File: src/rtl/mdu_pkg.sv
// mdu_pkg: opcodes, FSM state encoding and opcode decode helpers shared by
// mult_div_unit and its controller.
package mdu_pkg;

    localparam logic [1:0] OP_MULTU = 2'b00;
    localparam logic [1:0] OP_MULT  = 2'b01;
    localparam logic [1:0] OP_DIVU  = 2'b10;
    localparam logic [1:0] OP_DIV   = 2'b11;

    typedef enum logic [1:0] {
        S_IDLE = 2'd0,
        S_CALC = 2'd1,
        S_FIX  = 2'd2,
        S_DONE = 2'd3
    } mdu_state_e;

    function automatic logic is_signed(input logic [1:0] op);
        return (op == OP_MULT) || (op == OP_DIV);
    endfunction

    function automatic logic is_div(input logic [1:0] op);
        return (op == OP_DIVU) || (op == OP_DIV);
    endfunction

endpackage

File: src/rtl/mdu_controller.sv
// mdu_controller: sequencing FSM for mult_div_unit. Owns the iteration counter
// and derives busy/valid from state. MDU_EARLY_TERM_EN exposes the counter.
module mdu_controller
    import mdu_pkg::*;
#(
    parameter int W  = 32,
    parameter int CW = $clog2(W)
) (
    input  logic          clk_i,
    input  logic          rst_ni,
    input  logic          start_i,
    input  logic          div_zero_i,
    input  logic          mul_zero_i,
    input  logic          early_exit_i,
    output mdu_state_e    state_o,
    output logic          accept_o,
    output logic          busy_o,
`ifdef MDU_EARLY_TERM_EN
    output logic [CW-1:0] cnt_o,
`endif
    output logic          valid_o
);

    mdu_state_e    state_q, state_d;
    logic [CW-1:0] cnt_q, cnt_d;

    always_ff @(posedge clk_i or negedge rst_ni) begin
        if (!rst_ni) begin
            state_q <= S_IDLE;
            cnt_q   <= '0;
        end else begin
            state_q <= state_d;
            cnt_q   <= cnt_d;
        end
    end

    always_comb begin
        state_d  = state_q;
        cnt_d    = cnt_q;
        accept_o = 1'b0;
        case (state_q)
            S_IDLE: begin
                if (start_i) begin
                    accept_o = 1'b1;
                    cnt_d    = CW'(W - 1);
                    if (div_zero_i)
                        state_d = S_DONE;
                    else if (mul_zero_i)
                        state_d = S_FIX;
                    else
                        state_d = S_CALC;
                end
            end
            S_CALC: begin
                if ((cnt_q == '0) || early_exit_i)
                    state_d = S_FIX;
                else
                    cnt_d = cnt_q - 1'b1;
            end
            S_FIX:   state_d = S_DONE;
            default: state_d = S_IDLE;
        endcase
    end

    assign state_o = state_q;
    assign busy_o  = (state_q == S_CALC) || (state_q == S_FIX);
    assign valid_o = (state_q == S_DONE);
`ifdef MDU_EARLY_TERM_EN
    assign cnt_o   = cnt_q;
`endif

endmodule

File: src/rtl/mult_div_unit.sv
// mult_div_unit: multi-cycle signed/unsigned multiply and divide with HI/LO
// result registers. Optional MDU_EARLY_TERM_EN shortens multiplies.
module mult_div_unit
    import mdu_pkg::*;
#(
    parameter int DATA_WIDTH = 32
) (
    input  logic                  CLK,
    input  logic                  RST,
    input  logic                  start,
    input  logic [1:0]            op,
    input  logic [DATA_WIDTH-1:0] Operand1,
    input  logic [DATA_WIDTH-1:0] Operand2,
    output logic [DATA_WIDTH-1:0] hi,
    output logic [DATA_WIDTH-1:0] lo,
    output logic                  busy,
    output logic                  valid,
    output logic                  div_by_zero
);

    localparam int W  = DATA_WIDTH;
    localparam int CW = $clog2(W);

    mdu_state_e     state;
    logic           accept, div_zero, mul_zero, early_exit;
    logic           div_op, sgn_op;
    logic [W-1:0]   mag1, mag2;

    logic           div_q, div_d;
    logic           res_neg_q, res_neg_d;
    logic           rem_neg_q, rem_neg_d;
    logic [W-1:0]   opnd_q, opnd_d;
    logic [2*W-1:0] acc_q, acc_d;
    logic [W:0]     rem_q, rem_d;
    logic [W-1:0]   hi_q, hi_d, lo_q, lo_d;
    logic           dbz_q, dbz_d;

    logic [W:0]     mul_sum;
    logic [W+1:0]   div_shift, div_diff;
    logic [2*W-1:0] prod;

    assign div_op   = is_div(op);
    assign sgn_op   = is_signed(op);
    assign mag1     = (sgn_op && Operand1[W-1]) ? -Operand1 : Operand1;
    assign mag2     = (sgn_op && Operand2[W-1]) ? -Operand2 : Operand2;
    assign div_zero = div_op && (Operand2 == '0);

`ifdef MDU_EARLY_TERM_EN
    logic [W-1:0]  mpl_q, mpl_d;
    logic [CW-1:0] skip_q, skip_d;
    logic [CW-1:0] cnt;

    // Shadow of the multiplier magnitude: once its unconsumed bits are zero the
    // remaining iterations would only shift, so FIX does that shift in one go.
    assign mul_zero   = !div_op && (Operand2 == '0);
    assign early_exit = (state == S_CALC) && !div_q && ((mpl_q >> 1) == '0);
    assign prod       = acc_q >> skip_q;

    always_comb begin
        mpl_d  = mpl_q;
        skip_d = skip_q;
        if (accept) begin
            mpl_d  = mag2;
            skip_d = '0;
        end else if (state == S_CALC) begin
            mpl_d = mpl_q >> 1;
            if (early_exit)
                skip_d = cnt;
        end
    end

    always_ff @(posedge CLK or negedge RST) begin
        if (!RST) begin
            mpl_q  <= '0;
            skip_q <= '0;
        end else begin
            mpl_q  <= mpl_d;
            skip_q <= skip_d;
        end
    end
`else
    assign mul_zero   = 1'b0;
    assign early_exit = 1'b0;
    assign prod       = acc_q;
`endif

    mdu_controller #(
        .W  (W),
        .CW (CW)
    ) u_ctrl (
        .clk_i        (CLK),
        .rst_ni       (RST),
        .start_i      (start),
        .div_zero_i   (div_zero),
        .mul_zero_i   (mul_zero),
        .early_exit_i (early_exit),
        .state_o      (state),
        .accept_o     (accept),
        .busy_o       (busy),
`ifdef MDU_EARLY_TERM_EN
        .cnt_o        (cnt),
`endif
        .valid_o      (valid)
    );

    // Multiply: add into the upper half, then shift the whole accumulator right.
    // Divide: the low half shifts the dividend out and the quotient in, while the
    // extra MSB of the subtraction is the borrow that selects restore.
    assign mul_sum   = {1'b0, acc_q[2*W-1:W]} + (acc_q[0] ? {1'b0, opnd_q} : '0);
    assign div_shift = {rem_q, acc_q[W-1]};
    assign div_diff  = div_shift - {2'b00, opnd_q};

    always_comb begin
        div_d     = div_q;
        res_neg_d = res_neg_q;
        rem_neg_d = rem_neg_q;
        opnd_d    = opnd_q;
        acc_d     = acc_q;
        rem_d     = rem_q;
        hi_d      = hi_q;
        lo_d      = lo_q;
        dbz_d     = dbz_q;
        if (accept) begin
            div_d     = div_op;
            res_neg_d = sgn_op && (Operand1[W-1] ^ Operand2[W-1]);
            rem_neg_d = sgn_op && Operand1[W-1];
            opnd_d    = div_op ? mag2 : mag1;
            acc_d     = {{W{1'b0}}, (div_op ? mag1 : mag2)};
            rem_d     = '0;
            dbz_d     = 1'b0;
            if (div_zero) begin
                hi_d  = Operand1;
                lo_d  = '1;
                dbz_d = 1'b1;
            end
        end else if (state == S_CALC) begin
            if (div_q) begin
                rem_d          = div_diff[W+1] ? div_shift[W:0] : div_diff[W:0];
                acc_d[W-1:0]   = {acc_q[W-2:0], ~div_diff[W+1]};
            end else begin
                acc_d = {mul_sum, acc_q[W-1:1]};
            end
        end else if (state == S_FIX) begin
            if (div_q) begin
                lo_d = res_neg_q ? -acc_q[W-1:0] : acc_q[W-1:0];
                hi_d = rem_neg_q ? -rem_q[W-1:0] : rem_q[W-1:0];
            end else begin
                {hi_d, lo_d} = res_neg_q ? -prod : prod;
            end
        end
    end

    always_ff @(posedge CLK or negedge RST) begin
        if (!RST) begin
            div_q     <= 1'b0;
            res_neg_q <= 1'b0;
            rem_neg_q <= 1'b0;
            opnd_q    <= '0;
            acc_q     <= '0;
            rem_q     <= '0;
            hi_q      <= '0;
            lo_q      <= '0;
            dbz_q     <= 1'b0;
        end else begin
            div_q     <= div_d;
            res_neg_q <= res_neg_d;
            rem_neg_q <= rem_neg_d;
            opnd_q    <= opnd_d;
            acc_q     <= acc_d;
            rem_q     <= rem_d;
            hi_q      <= hi_d;
            lo_q      <= lo_d;
            dbz_q     <= dbz_d;
        end
    end

    assign hi          = hi_q;
    assign lo          = lo_q;
    assign div_by_zero = dbz_q;

endmodule
File: config.mk
export PLATFORM = sky130hd
export DESIGN_NAME = mult_div_unit
export DESIGN_NICKNAME = d
export VERILOG_FILES = /design/src/rtl/mdu_pkg.sv /design/src/rtl/mdu_controller.sv /design/src/rtl/mult_div_unit.sv
export SDC_FILE = /design/constraint.sdc
export NUM_CORES = 1
export LEC_CHECK = 0
export BUFFER_PORTS_ARGS = -buffer_cell sky130_fd_sc_hd__buf_4
export CORE_MARGIN = 1.5
export CORE_UTILIZATION = 62
export CTS_CLUSTER_DIAMETER = 200
export DETAILED_ROUTE_END_ITERATION = 10
export GPL_ROUTABILITY_DRIVEN = 0
export PLACE_DENSITY_LB_ADDON = 0.08
export SLEW_MARGIN = 20
export SYNTH_ARGS = -nofsm -noshare
export SYNTH_HDL_FRONTEND = slang
export SYNTH_SLANG_ARGS = --single-unit
File: constraint.sdc
create_clock -name CLK -period 9.26 [get_ports CLK]
set_clock_uncertainty 0.15 [all_clocks]
set_input_delay 2.778 -clock CLK [delete_from_list [all_inputs] [get_ports CLK]]
set_output_delay 2.778 -clock CLK [all_outputs]
set_load 0.02 [all_outputs]
After elaboration in Yosys (flattened, before gate mapping) --
Cells that the tools add are included.
Storage, ports and cells: bits in registers 204, bits of input ports 69, output and inout bits 67
Cells by class: add/sub/neg operators 8, eq/ne operators 12, mux-type cells 36, bitwise operators 2, reductions and logical operators 19
Operator list (count):
- $mux 32 | 19
- $mux 64 | 3
- $mux 33 | 4
- $neg 32->32 | 4
- $neg 64->64 | 1
- $sub 34x32->34 | 1
- $add 32x32->33 | 1
- $logic_not 32->1 | 1
- $mux 5 | 2
- $pmux 5 s2 | 1
- $eq 2x2->1 const B | 4
- $ne 2x2->1 const B | 4
- $reduce_bool 2->1 | 4
- $mux 2 | 3
- $pmux 2 s3 | 1
- $reduce_and 2->1 | 3
- $reduce_and 3->1 | 2
- $logic_not 5->1 | 1
- $sub 5x1->5 const B | 1
- $eq 2x1->1 const B | 2
- $logic_and 1x1->1 | 4
- $ne 2x1->1 const B | 2
- $logic_or 1x1->1 | 3
- $mux 1 | 3
- other kinds (3) | 3

Depth between registers and ports, before layout --
word-level depth 6, gate-level depth with buffers 13, mapped depth without buffers 12

Hierarchy --
A second synthesis with hierarchy kept.
Second synthesis, totals: cell total of the unflattened synthesis 2085, area total of the unflattened synthesis 16480.8 um^2
Modules (own cells, without submodules):
- mult_div_unit | instances 1, cells each 2031, area each 15951.5 um^2, seq. area each 4929.7 um^2
- mdu_controller | instances 1, cells each 54, area each 529.3 um^2, seq. area each 175.2 um^2

Least setup slack after synthesis --
OpenSTA, ideal clock, no wires.
kind input to register, from input Operand2[24], to register lo_q[0], in the netlist lo[0], setup time 0.082 ns, arrival 5.136 ns, required time 9.028 ns, setup slack 3.892 ns, stages 9, path buffers 2, cell sequence or4_1 or3_1 nor4b_1 nand2_1 o21ai_0 clkbuf_1 clkbuf_1 nor2_1 a31oi_1
Between the ends: cells in the longest elaborated chain, start to end 4
Ends and longest elaborated chain:
- start, declared | RTL line mult_div_unit.sv:13 | input logic [DATA_WIDTH-1:0] Operand2,
- $logic_not 32->1 | RTL line mult_div_unit.sv:46 | assign div_zero = div_op && (Operand2 == '0);
- $logic_and 1x1->1 | RTL line mult_div_unit.sv:46
- $ne 2x1->1 (no line)
- $reduce_and 3->1 (no line)
- end signal, assigned | RTL line mult_div_unit.sv:172 | lo_q <= lo_d;
- end, declared | RTL line mult_div_unit.sv:35 | logic [W-1:0] hi_q, hi_d, lo_q, lo_d;
Every way passes these cells. A chain may end at the register's enable or synchronous reset.

Worst setup path after layout --
from input Operand2[14], to register hi_q[24], in the netlist hi[24]
Between the ends: cells in the longest elaborated chain, start to end 4
Ends and longest elaborated chain:
- $logic_not 32->1 | RTL line mult_div_unit.sv:46
- $logic_and 1x1->1 | RTL line mult_div_unit.sv:46
- $ne 2x1->1 (no line)
- $reduce_and 3->1 (no line)
- end signal, assigned | RTL line mult_div_unit.sv:171 | hi_q <= hi_d;
- end, declared | RTL line mult_div_unit.sv:35
Every way passes these cells.

==> reports/qor.log <==
qor: synthesis.yosys_most_used_dff sky130_fd_sc_hd__dfrtp_1
qor: clock_tree.clock_path_buffers 3
qor: floorplan.die_x 167 um
qor: floorplan.die-area 0.0279 sq mm
qor: placed_design.placedInstanceArea 0.0178 sq mm
qor: worst_setup_path.setup.worst_path.class primary input to flop
qor: routing.drt_first_pass_iters 8
qor: routing.drc_errors 0
qor: synthesis.combinational_family_with_the_most_area_after_synthesis compound AO/OA/AOI/OAI gates
qor: clock_tree.cts_hold_fix_bufs 0
qor: worst_setup_path.arrival 5970 ps
qor: sta.maxSlewViolCount 0
qor: sta.worst-slew-pin-transition 1100 ps
qor: synthesis.synth.yosys.warnings 0
qor: clock_tree.tritoncts_num_sinks 204
qor: synthesis.synthesis.area 0.0167 sq mm
qor: flow_run.cap_violations 0
qor: sta.final.hold.worst_slack 330 ps
qor: floorplan.core_area 0.0262 sq mm
qor: global_routing.vias_in_the_first_global_route 15,780
qor: power_and_ir_drop.p_clk_frac 0.186
qor: placed_design.numPortBuffers 135
qor: power_and_ir_drop.report.power.total 6.23 mW
qor: global_routing.grt_antenna_before_repair 1
qor: power_and_ir_drop.p_comb_frac 0.535
qor: power_and_ir_drop.internal_power 3.23 mW
qor: clock_tree.worst_path_clk_slew 60 ps
qor: cells_and_area.syn2layout_area_growth 12.5%
qor: global_routing.grt_pass1_wl 86,700 um
qor: sta.timing.fmax 0.177 GHz
qor: cells_and_area.final_layout_size_suffix_gt1_frac 0.113
qor: synthesis.synth_simple_gate_area_frac 0.197
qor: sta.slew-limit-headroom 0.248
qor: global_routing.globalRoute.totalOverflow 0
qor: worst_setup_path.path_buf_inv 2
qor: worst_setup_path.critical_path_peak_fanout 92
qor: power_and_ir_drop.swShare 0.482
qor: placed_design.hpwlAfterDp 41,000 um
qor: synthesis.synthDistinctLibCells 73
qor: worst_setup_path.worst_ep_required_time 9590 ps
qor: sta.summed_negative_setup_slack_over_all_endpoints 0 ps
qor: power_and_ir_drop.cellPowerDensity 332 mW/mm^2
qor: synthesis.synth-adder-area-share 0.0587
qor: cells_and_area.stdcell_area 0.0188 sq mm
qor: power_and_ir_drop.seq_power_share 0.280
qor: synthesis.mappedNetlistNets 2,230
qor: floorplan.boundary_pin_count 136
qor: worst_setup_path.worst_setup_path_start_kind primary input
qor: clock_tree.tritoncts done
qor: floorplan.dieHeight 167 um
qor: sta.min_clock_period_post_route 5640 ps
qor: clock_tree.cts_resized 0
qor: routing.viasPerCell 6.79
qor: min_path.worst_hold_startpoint div_by_zero$_DFFE_PN0P_
qor: synthesis.synth_enable_flop_cells 0
qor: power_and_ir_drop.irDropWorstVdd 0.000215 V
qor: min_path.timing.hold.worst.class flop to flop
qor: cells_and_area.final_nets 2,271
qor: placed_design.placedCellCount 2,432
qor: floorplan.start_util 0.636
qor: cells_and_area.finish.utilization 0.716
qor: clock_tree.cts_htree_levels 1
qor: clock_tree.insertion_delay 550 ps
qor: worst_setup_path.worst_path_max_delay_cell sky130_fd_sc_hd__buf_4
qor: synthesis.synth_compound_area_frac 0.257
qor: power_and_ir_drop.power.static_leakage 8.09 nW
qor: synthesis.post_synth.cell_area_avg 8.00 sq um
qor: worst_setup_path.worstPathCellList buf_4 -> or4_1 -> nor4_1 -> nand4_1 -> o21ai_4 -> buf_4 -> nand3_1 -> nand3_1
qor: sta.min_period_over_period 0.609
qor: global_routing.grt_start_max_net_pins 94
qor: worst_setup_path.cp_top_family simple AND/OR/NAND/NOR gates
qor: cells_and_area.final_cells 2,479
qor: routing.vias 16,825
qor: clock_tree.cts_inserted_buffers 25
qor: synthesis.syn_inst 2,084
qor: sta.finalWorstSetupSlack 3620 ps
qor: clock_tree.setup_fix_bufs_post_cts 0
qor: synthesis.synth-xor-area-share 0.102
qor: placed_design.detailedPlace.worstSlack 2750 ps
qor: sta.setup-violations-final 0
qor: routing.wirelength 55,500 um
qor: power_and_ir_drop.p_switching 3.01 mW
qor: floorplan.placement_rows 59
qor: routing.detail_route.wl_per_cell 22.4 um
qor: routing.drt_iter0_drc 2,059
qor: routing.antenna_violating_nets_post_route 0
qor: synthesis.sequential_to_total_area_share_from_yosys_stat 0.306
qor: run_status.outcome finished, final reports clean
qor: sta.grt_setup_unrepaired false
qor: worst_setup_path.critPathLaunch Operand2[14]
qor: synthesis.multiplexer_fraction_of_the_synthesized_cell_area 0.0308
qor: synthesis.asyncSetResetFlopFracSynth 1.00
qor: global_routing.groute.usage.overall 0.392
qor: cells_and_area.insertedDiodeCount 0
qor: worst_setup_path.max_stage_delay 710 ps
qor: synthesis.ys_ff_latch 204
qor: sta.finalHoldViolCount 0
qor: worst_setup_path.r2r_start acc_q[31]$_DFFE_PN0P_
qor: worst_setup_path.cp-end-kind flop
qor: clock_tree.clock-root-buffer sky130_fd_sc_hd__clkbuf_16
worst min-delay path, cell delays in order (launching register included):
cell and delay [ps]:
sky130_fd_sc_hd__dfrtp_1 340, sky130_fd_sc_hd__nand2_1 50, sky130_fd_sc_hd__nand2_1 60
placed cells by master (no fill, tap or decap), drive strengths merged, types with 57 or more instances in the layout:
master and count:
xnor2 77, o21ai 171, nor2 154, buf 152, ha 75, a21oi 138
o211ai 73, inv 72, o31ai 57, nand2 256, dfrtp 204, xor2 118
nand3 59
cells by family (layout without fill, tap and decap cells):
| logic type | count (synthesis) | in the layout |
|---|---|---|
| simple gates | 693 | 693 |
| compound gates | 653 | 653 |
| buf+inv | 211 | 271 |
| flops | 204 | 204 |
| xor+xnor | 195 | 195 |
| fa+ha+maj | 77 | 77 |
| mux | 51 | 51 |
power groups by stage:
| stage | clock (mW) | combinational [mW] | sequential (mW) |
|---|---|---|---|
| 6_report | 1.16 | 3.33 | 1.74 |
| 5_1_grt | 1.20 | 3.64 | 1.77 |
| 4_1_cts | 1.16 | 3.27 | 1.72 |
| 3_5_place_dp | 0 | 3.25 | 1.73 |
| 3_3_place_gp | 0 | 3.16 | 1.72 |
| 2_1_floorplan | 0 | 2.26 | 1.64 |
worst paths after layout:
path	to	slack (ps)	cells past startpoint
worst min-delay path	div_by_zero$_DFFE_PN0P_	330	2
min in group asynchronous	lo[10]$_DFFE_PN0P_	2060	1
max in group asynchronous	div_q$_DFFE_PN0P_	5430	2
worst max register to register	rem_q[13]$_DFFE_PN0P_	4510	10
worst max-delay path	hi[24]$_DFFE_PN0P_	3620	8
worst min register to register	div_by_zero$_DFFE_PN0P_	330	2
cell usage after synthesis, drive strengths merged (4+ instances only):
cell     number  area, sq um
a2111oi       6         58.8
buf          14         56.3
a21oi       138          691
nor2        154          578
a31oi        41          257
o21a          8         60.1
nand4        34          213
mux2i        49          490
xnor2        77          674
or4          25          199
dfrtp       204         5100
and3          7         43.8
nor2b        16          100
a41oi         5         43.8
o21ai       171          856
and2         22          138
o211ai       73          558
nor3         29          150
o311ai       19          166
a21boi        8         60.1
a32o          8         80.1
o41ai        26          228
nand2b        9         56.3
or3          33          206
xor2        118         1030
or2          15         93.8
o221ai       14          123
nor4         15         93.8
nand2       256          961
a221oi        4         35.0
nand3b        7         52.6
ha           75          938
o31ai        57          455
inv          71          267
a311o         4         40.0
a21o         28          210
clkbuf      126          473
a211oi       13         97.6
o21bai        7         52.6
nand3        59          295
sequential cells by signal, indices dropped and copies added (netlist names), 2 cells and up:
name and cells:
lo 32, u_ctrl.cnt_q 5, opnd_q 32, rem_q 33, hi 32, acc_q 64
u_ctrl.state_o 2
cell type report:
class,instances,area (sq um)
Inverter,71,267
Multi-Input combinational cell,1669,10800
Fill cell,2108,7450
Clock buffer,32,702
Tap cell,335,419
Timing Repair Buffer,154,1160
Clock inverter,14,263
Sequential cell,204,5110
per-layer routing:
| metal | global-route usage | vias to the layer above | routed length [um] |
|---|---|---|---|
| met5 | 0 | - | 0 |
| li1 | - | 7690 | - |
| met3 | 0.0758 | 166 | 5710 |
| met1 | 0.499 | 8050 | 21400 |
| met4 | 0.179 | 0 | 2630 |
| met2 | 0.647 | 919 | 25800 |
No activity file was read; power rests on OpenSTA's default activity.
